## config.mk

```make
export PLATFORM = sky130hd
export DESIGN_NAME = serial_xfer_ctrl
export DESIGN_NICKNAME = d
export VERILOG_FILES = /design/src/rtl/serial_pkg.sv /design/src/rtl/serial_tx_fifo.sv /design/src/rtl/serial_xfer_ctrl.sv
export SDC_FILE = /design/constraint.sdc
export NUM_CORES = 1
export LEC_CHECK = 0
export BUFFER_PORTS_ARGS = -buffer_cell sky130_fd_sc_hd__buf_2
export CAP_MARGIN = 20
export CELL_PAD_IN_SITES_DETAIL_PLACEMENT = 1
export CELL_PAD_IN_SITES_GLOBAL_PLACEMENT = 1
export CORE_MARGIN = 8
export CORE_UTILIZATION = 47
export CTS_BUF_LIST = sky130_fd_sc_hd__clkbuf_16
export CTS_CLUSTER_SIZE = 8
export DETAILED_ROUTE_END_ITERATION = 10
export PLACE_DENSITY = 0.84
export SETUP_SLACK_MARGIN = 0.1
export SLEW_MARGIN = 20
export SYNTH_ARGS = -nofsm -noshare
export SYNTH_HDL_FRONTEND = slang
export SYNTH_SLANG_ARGS = --single-unit
```

## constraint.sdc

```tcl
create_clock -name clk -period 6.5 [get_ports clk]
set_input_delay 0.65 -clock clk [delete_from_list [all_inputs] [get_ports clk]]
set_output_delay 0.65 -clock clk [all_outputs]
set_load 0.05 [all_outputs]
```

## src/rtl/serial_pkg.sv

```systemverilog
// serial_pkg: shared definitions for the link-cable serial sequencer.
// Holds the sequencer state encoding, the DMG serial register addresses
// and the SC control values written to start or stop a transfer.
package serial_pkg;

  typedef enum logic [2:0] {
    IDLE  = 3'd0,
    WR_SB = 3'd1,
    WR_SC = 3'd2,
    WAIT  = 3'd3,
    RD_SB = 3'd4,
    PUSH  = 3'd5,
    ABORT = 3'd6
  } state_e;

  localparam logic [15:0] ADDR_SB = 16'hFF01;
  localparam logic [15:0] ADDR_SC = 16'hFF02;

  localparam logic [7:0] SC_START_INT = 8'h81;
  localparam logic [7:0] SC_START_EXT = 8'h80;
  localparam logic [7:0] SC_STOP      = 8'h00;

  // SC value that starts a transfer; bit 0 selects the internal shift clock.
  function automatic logic [7:0] sc_start(input logic ext_clk);
    return ext_clk ? SC_START_EXT : SC_START_INT;
  endfunction

endpackage

```

## src/rtl/serial_tx_fifo.sv

```systemverilog
// serial_tx_fifo: small synchronous byte FIFO holding bytes waiting to be
// shifted out.
// Ports:
//   clk, reset   clock and synchronous active-high reset (empties the queue)
//   push, din    write request and byte; ignored while full
//   pop, dout    read request and head byte (dout shows the head while !empty)
//   full, empty  occupancy flags derived from the registered count
module serial_tx_fifo #(
  parameter int DEPTH = 4
) (
  input  logic       clk,
  input  logic       reset,
  input  logic       push,
  input  logic       pop,
  input  logic [7:0] din,
  output logic [7:0] dout,
  output logic       full,
  output logic       empty
);

  localparam int PTR_W = $clog2(DEPTH);
  localparam logic [PTR_W-1:0] PTR_ONE   = PTR_W'(1);
  localparam logic [PTR_W:0]   CNT_ONE   = (PTR_W + 1)'(1);
  localparam logic [PTR_W:0]   CNT_FULL  = (PTR_W + 1)'(DEPTH);

  logic [7:0]       mem_r [DEPTH];
  logic [PTR_W-1:0] wr_ptr_r;
  logic [PTR_W-1:0] rd_ptr_r;
  logic [PTR_W:0]   count_r;
  logic             do_push_s;
  logic             do_pop_s;

  assign full      = (count_r == CNT_FULL);
  assign empty     = (count_r == {(PTR_W + 1){1'b0}});
  assign do_push_s = push & ~full;
  assign do_pop_s  = pop & ~empty;
  assign dout      = mem_r[rd_ptr_r];

  // Storage array; only written on an accepted push, so it needs no reset.
  always_ff @(posedge clk) begin
    if (do_push_s) begin
      mem_r[wr_ptr_r] <= din;
    end
  end

  // Pointers wrap naturally because DEPTH is a power of two.
  always_ff @(posedge clk) begin
    if (reset) begin
      wr_ptr_r <= {PTR_W{1'b0}};
      rd_ptr_r <= {PTR_W{1'b0}};
      count_r  <= {(PTR_W + 1){1'b0}};
    end else begin
      if (do_push_s) begin
        wr_ptr_r <= wr_ptr_r + PTR_ONE;
      end
      if (do_pop_s) begin
        rd_ptr_r <= rd_ptr_r + PTR_ONE;
      end
      case ({do_push_s, do_pop_s})
        2'b10:   count_r <= count_r + CNT_ONE;
        2'b01:   count_r <= count_r - CNT_ONE;
        default: count_r <= count_r;
      endcase
    end
  end

endmodule

```

## src/rtl/serial_xfer_ctrl.sv

```systemverilog
// serial_xfer_ctrl: drives the DMG serial port over the CPU bus for a
// byte-stream client. Queued bytes are written to SB, started through SC,
// and the received byte is read back from SB after the serial interrupt.
// Ports:
//   clk, reset             clock, synchronous active-high reset
//   tx_data/valid/ready    client byte input (accepted when valid & ready)
//   ext_clk                shift-clock select latched when a byte is popped
//   rx_data/valid/ready    received byte output, held until rx_ready
//   a, d_out, d_in         CPU bus address, write data, read data
//   cpu_wr, cpu_rd         one-cycle bus strobes
//   int_serial             serial interrupt level
//   busy, timeout          not-idle status, one-cycle abort pulse
// All bus and status outputs are registered from the next state, so they
// line up exactly with the state that owns them.
module serial_xfer_ctrl
  import serial_pkg::*;
#(
  parameter int FIFO_DEPTH     = 4,
  parameter int TIMEOUT_CYCLES = 65536
) (
  input  logic        clk,
  input  logic        reset,
  input  logic [7:0]  tx_data,
  input  logic        tx_valid,
  output logic        tx_ready,
  input  logic        ext_clk,
  output logic [7:0]  rx_data,
  output logic        rx_valid,
  input  logic        rx_ready,
  output logic [15:0] a,
  output logic [7:0]  d_out,
  input  logic [7:0]  d_in,
  output logic        cpu_wr,
  output logic        cpu_rd,
  input  logic        int_serial,
  output logic        busy,
  output logic        timeout
);

  localparam int CNT_W = $clog2(TIMEOUT_CYCLES);
  localparam logic [CNT_W-1:0] CNT_LAST = CNT_W'(TIMEOUT_CYCLES - 1);
  localparam logic [CNT_W-1:0] CNT_ONE  = CNT_W'(1);

  state_e           state_r;
  state_e           next_state_s;
  logic             ext_clk_r;
  logic [CNT_W-1:0] cnt_r;
  logic             int_prev_r;
  logic             edge_r;

  logic             fifo_push_s;
  logic             fifo_pop_s;
  logic [7:0]       fifo_dout_s;
  logic             fifo_full_s;
  logic             fifo_empty_s;

  logic [15:0]      a_nxt_s;
  logic [7:0]       d_out_nxt_s;
  logic             wr_nxt_s;
  logic             rd_nxt_s;

  logic [15:0]      a_r;
  logic [7:0]       d_out_r;
  logic             cpu_wr_r;
  logic             cpu_rd_r;
  logic [7:0]       rx_data_r;
  logic             rx_valid_r;
  logic             busy_r;
  logic             timeout_r;

  assign fifo_push_s = tx_valid & ~fifo_full_s;
  assign tx_ready    = ~fifo_full_s;

  serial_tx_fifo #(
    .DEPTH (FIFO_DEPTH)
  ) u_fifo (
    .clk   (clk),
    .reset (reset),
    .push  (fifo_push_s),
    .pop   (fifo_pop_s),
    .din   (tx_data),
    .dout  (fifo_dout_s),
    .full  (fifo_full_s),
    .empty (fifo_empty_s)
  );

  // Next-state decode; the FIFO pop happens in the IDLE cycle that starts a transfer.
  always_comb begin
    next_state_s = state_r;
    fifo_pop_s   = 1'b0;
    case (state_r)
      IDLE: begin
        if (!fifo_empty_s) begin
          fifo_pop_s   = 1'b1;
          next_state_s = WR_SB;
        end else begin
          next_state_s = IDLE;
        end
      end
      WR_SB: next_state_s = WR_SC;
      WR_SC: next_state_s = WAIT;
      WAIT: begin
        // A completed shift wins over a timeout landing in the same cycle.
        if (edge_r) begin
          next_state_s = RD_SB;
        end else if (cnt_r == CNT_LAST) begin
          next_state_s = ABORT;
        end else begin
          next_state_s = WAIT;
        end
      end
      RD_SB: next_state_s = PUSH;
      PUSH: begin
        if (rx_ready) begin
          next_state_s = IDLE;
        end else begin
          next_state_s = PUSH;
        end
      end
      ABORT:   next_state_s = IDLE;
      default: next_state_s = IDLE;
    endcase
  end

  // Bus values for the state about to be entered, registered below.
  always_comb begin
    a_nxt_s     = 16'h0000;
    d_out_nxt_s = 8'h00;
    wr_nxt_s    = 1'b0;
    rd_nxt_s    = 1'b0;
    case (next_state_s)
      WR_SB: begin
        a_nxt_s     = ADDR_SB;
        d_out_nxt_s = fifo_dout_s;
        wr_nxt_s    = 1'b1;
      end
      WR_SC: begin
        a_nxt_s     = ADDR_SC;
        d_out_nxt_s = sc_start(ext_clk_r);
        wr_nxt_s    = 1'b1;
      end
      RD_SB: begin
        a_nxt_s  = ADDR_SB;
        rd_nxt_s = 1'b1;
      end
      ABORT: begin
        a_nxt_s     = ADDR_SC;
        d_out_nxt_s = SC_STOP;
        wr_nxt_s    = 1'b1;
      end
      default: begin
        a_nxt_s     = 16'h0000;
        d_out_nxt_s = 8'h00;
      end
    endcase
  end

  // State register, transfer context and wait-cycle counter.
  always_ff @(posedge clk) begin
    if (reset) begin
      state_r   <= IDLE;
      ext_clk_r <= 1'b0;
      cnt_r     <= {CNT_W{1'b0}};
    end else begin
      state_r <= next_state_s;
      if (fifo_pop_s) begin
        ext_clk_r <= ext_clk;
      end
      if (state_r == WR_SC) begin
        cnt_r <= {CNT_W{1'b0}};
      end else if (state_r == WAIT) begin
        cnt_r <= cnt_r + CNT_ONE;
      end
    end
  end

  // Interrupt edge detect runs in every state so an edge during WR_SC reaches WAIT.
  always_ff @(posedge clk) begin
    if (reset) begin
      int_prev_r <= 1'b0;
      edge_r     <= 1'b0;
    end else begin
      int_prev_r <= int_serial;
      edge_r     <= int_serial & ~int_prev_r;
    end
  end

  // Registered bus strobes, receive holding register and status flags.
  always_ff @(posedge clk) begin
    if (reset) begin
      a_r        <= 16'h0000;
      d_out_r    <= 8'h00;
      cpu_wr_r   <= 1'b0;
      cpu_rd_r   <= 1'b0;
      rx_data_r  <= 8'h00;
      rx_valid_r <= 1'b0;
      busy_r     <= 1'b0;
      timeout_r  <= 1'b0;
    end else begin
      a_r        <= a_nxt_s;
      d_out_r    <= d_out_nxt_s;
      cpu_wr_r   <= wr_nxt_s;
      cpu_rd_r   <= rd_nxt_s;
      if (state_r == RD_SB) begin
        rx_data_r <= d_in;
      end
      rx_valid_r <= (next_state_s == PUSH);
      busy_r     <= (next_state_s != IDLE);
      timeout_r  <= (next_state_s == ABORT);
    end
  end

  assign a        = a_r;
  assign d_out    = d_out_r;
  assign cpu_wr   = cpu_wr_r;
  assign cpu_rd   = cpu_rd_r;
  assign rx_data  = rx_data_r;
  assign rx_valid = rx_valid_r;
  assign busy     = busy_r;
  assign timeout  = timeout_r;

endmodule

```

==> out/metrics.cfg <==
[floorplan]
initial_utilization_pct=48.6
fp-row-count=31
die_width_um=103
core-area_um2=7250
chipHeight_um=103
die_area_um2=10500
ios=60

[global_route]
grt_max_degree=34
grtUsageTotal_pct=17.5
grt_pass1_wl_um=13700
antenna_found_initial=0
grt_pass1_vias=2618
grt.overflow.total=0

[cts]
hold_buffers=0
post-cts-setup-buffers=0
cts.sinks=87
htreeDepth=3
cts_buffers=9
clk_latency_ns=0.34
clkTransAtPathRegs_ns=0.07
cts_root_buffer=clkbuf_16
ctsResizeCount=0
cts.path.max_buffers=2
cts_tree=done

[place]
place_inst=437
place.gp.congestion=0.771
dp_hpwl_um=5820
io_buffers=53

[cells_and_area]
antenna_cells=0
fin_nets=378
layout-drive-gt1-share_pct=24.3
multi_input_area_um2=1290
layout.cells.non_filler=453
regArea_um2=2060
area.growth.synth_to_final_pct=15.9
fillerInstances=796
final_core_util_pct=56.3

[setup_path]
path_class=register to register
startpoint=state_r[1]$_SDFF_PP0_
required_ns=6.76
end_kind=register
rr_endpoint=u_fifo.count_r[2]$_SDFFE_PP0P_
cp_slowest_stage_delay_ns=0.48
reg2reg_slack_ns=3.92
critPathSlowestCell=dfxtp_1
crit_end=u_fifo.count_r[2]$_SDFFE_PP0P_
worstSetupStartpointType=register
crit_chain=nor2_2 -> nand3b_1 -> inv_1 -> ha_1 -> inv_1 -> fa_1 -> xor2_1 -> or3_1 -> a21oi_1
critPathMaxFanout=14
crit_arrival_ns=2.84
ff2ff_path_depth=9
rr_startpoint=state_r[1]$_SDFF_PP0_
worst_path_most_repeated_cell=inv_1

[power]
peakVddDrop_mv=0.195
power_mw=1.79
power.leakage_nw=1.59
p_per_area_nw_per_um2=438

[timing]
period_needed_ns=2.58
rsz0062_at_grt=no
fin_crit_sh_pct=39.6
slew_violations=0
setup_violations=0
finClkSkew_ns=0.00773
whs_ns=0.413
tightestPinTransition_ns=0.670
max_slew_margin_pct=55.3
hold_viol_final=0
fin_setup_tns_ns=0
clock.fmax_ghz=0.388

[synth]
synthFlopType=dfxtp_1
synth_edf_count=32
synth.avg_cell_area_um2=11.5
ys_seq_area_share_pct=58.5
synth-seq-cells=87
synth_area_um2=3530
ys_types=47
synth_warnings=0
synthCells=306
synth_async_sr_flop_share_pct=0

[drt]
post-route-drc-count=0
drt_iter0_markers=108
vias_per_cell=5.30
ant_nets=0
num_vias=2401
first_pass_iters=4
wl_per_cell_um=19.2
routed_wl_um=8700

[min_path]
hold_class=register to register

[run]
max-cap-violations=0

[run_status]
status=complete, no violations

## worst min path at each step
stage	end	startpoint	cells after the start	slack (ns)
6_report	edge_r$_SDFF_PP0_	int_prev_r$_SDFF_PP0_	1	0.41
5_1_grt	edge_r$_SDFF_PP0_	int_prev_r$_SDFF_PP0_	1	0.43
4_1_cts	edge_r$_SDFF_PP0_	int_prev_r$_SDFF_PP0_	1	0.42
3_5_place_dp	edge_r$_SDFF_PP0_	int_prev_r$_SDFF_PP0_	1	0.41
3_3_place_gp	edge_r$_SDFF_PP0_	int_prev_r$_SDFF_PP0_	1	0.38
2_1_floorplan	edge_r$_SDFF_PP0_	int_prev_r$_SDFF_PP0_	1	0.37
## per-layer routing
layer,track usage [%],routed length [µm],vias up,share of wire [%]
li1,-,-,1145,-
met1,18.4,3400,1191,39
met2,31.5,4720,45,54
met3,3.24,300,20,3.4
met4,10.8,283,0,3.3
met5,0,0,-,0
## cell type report
type,count,area share [%]
multi-input cells,188,31.7
flip-flops and latches,87,50.5
well taps,99,3.03
inverters,10,0.919
clock inverters,7,1.90
repair buffers,53,6.49
clock buffers,9,5.51
## state kept, by name, summed over array words and instances (netlist names), 2 cells and up, named ones only
register	count
d_out	8
a	3
state_r	3
u_fifo.mem_r	32
rx_data	8
u_fifo.rd_ptr_r	2
cnt_r	16
u_fifo.wr_ptr_r	2
u_fifo.count_r	3
## cells in the final DEF, fill, tap and decap left out, drive strengths merged, types with 8 or more instances in the layout
cell,count
a21oi,19
buf,53
clkbuf,9
dfxtp,55
edfxtp,32
inv,13
mux4,8
nand2,30
nor2,26
nor2b,10
nor4,8
xor2,8
## kinds of logic after synthesis
| logic type | after synthesis | share of synthesized area, % |
|---|---|---|
| simple gates | 118 | 18.3 |
| flops | 87 | 58.5 |
| buf+inv | 36 | 5.36 |
| compound gates | 31 | 5.36 |
| xor+xnor | 15 | 3.72 |
| mux | 11 | 5.96 |
| fa+ha+maj | 7 | 2.70 |
| other cells | 1 | 0.106 |
## cell usage after synthesis, drive strengths merged, types with 7 or more instances
library cell / count / area [µm²]
xnor2: 7 / 61.3
nand4: 7 / 43.8
clkbuf: 9 / 33.8
inv: 10 / 37.5
nor2: 26 / 100
mux4: 8 / 180
nand2: 30 / 113
nor2b: 10 / 62.6
nor4: 8 / 56.3
xor2: 8 / 70.1
dfxtp: 55 / 1100
buf: 17 / 118
a21oi: 19 / 95.1
edfxtp: 32 / 961
## per-stage QoR
step	worst slack [ns]	instance area, µm²
after floorplan	3.97	3550
after global placement	4.19	3780
after detailed placement	4.02	3780
after CTS	3.91	4090
after global routing	3.75	4090
final	3.92	4090
## where the power goes
group | internal [mW] | switching (mW)
registers | 0.642 | 0.0704
logic | 0.162 | 0.388
clock network | 0.301 | 0.224
total | 1.11 | 0.682
## critical path, delay by kind of cell (launching register included)
family	cells	cell delay (ns)
buffers and inverters	2	0.20
adders and majority gates	2	0.57
DFF	1	0.48
and+or+nand+nor	3	0.90
AOI/OAI and AO/OA	1	0.18
xor gates and xnor gates	1	0.17
Power figures use the tool's default switching activity.
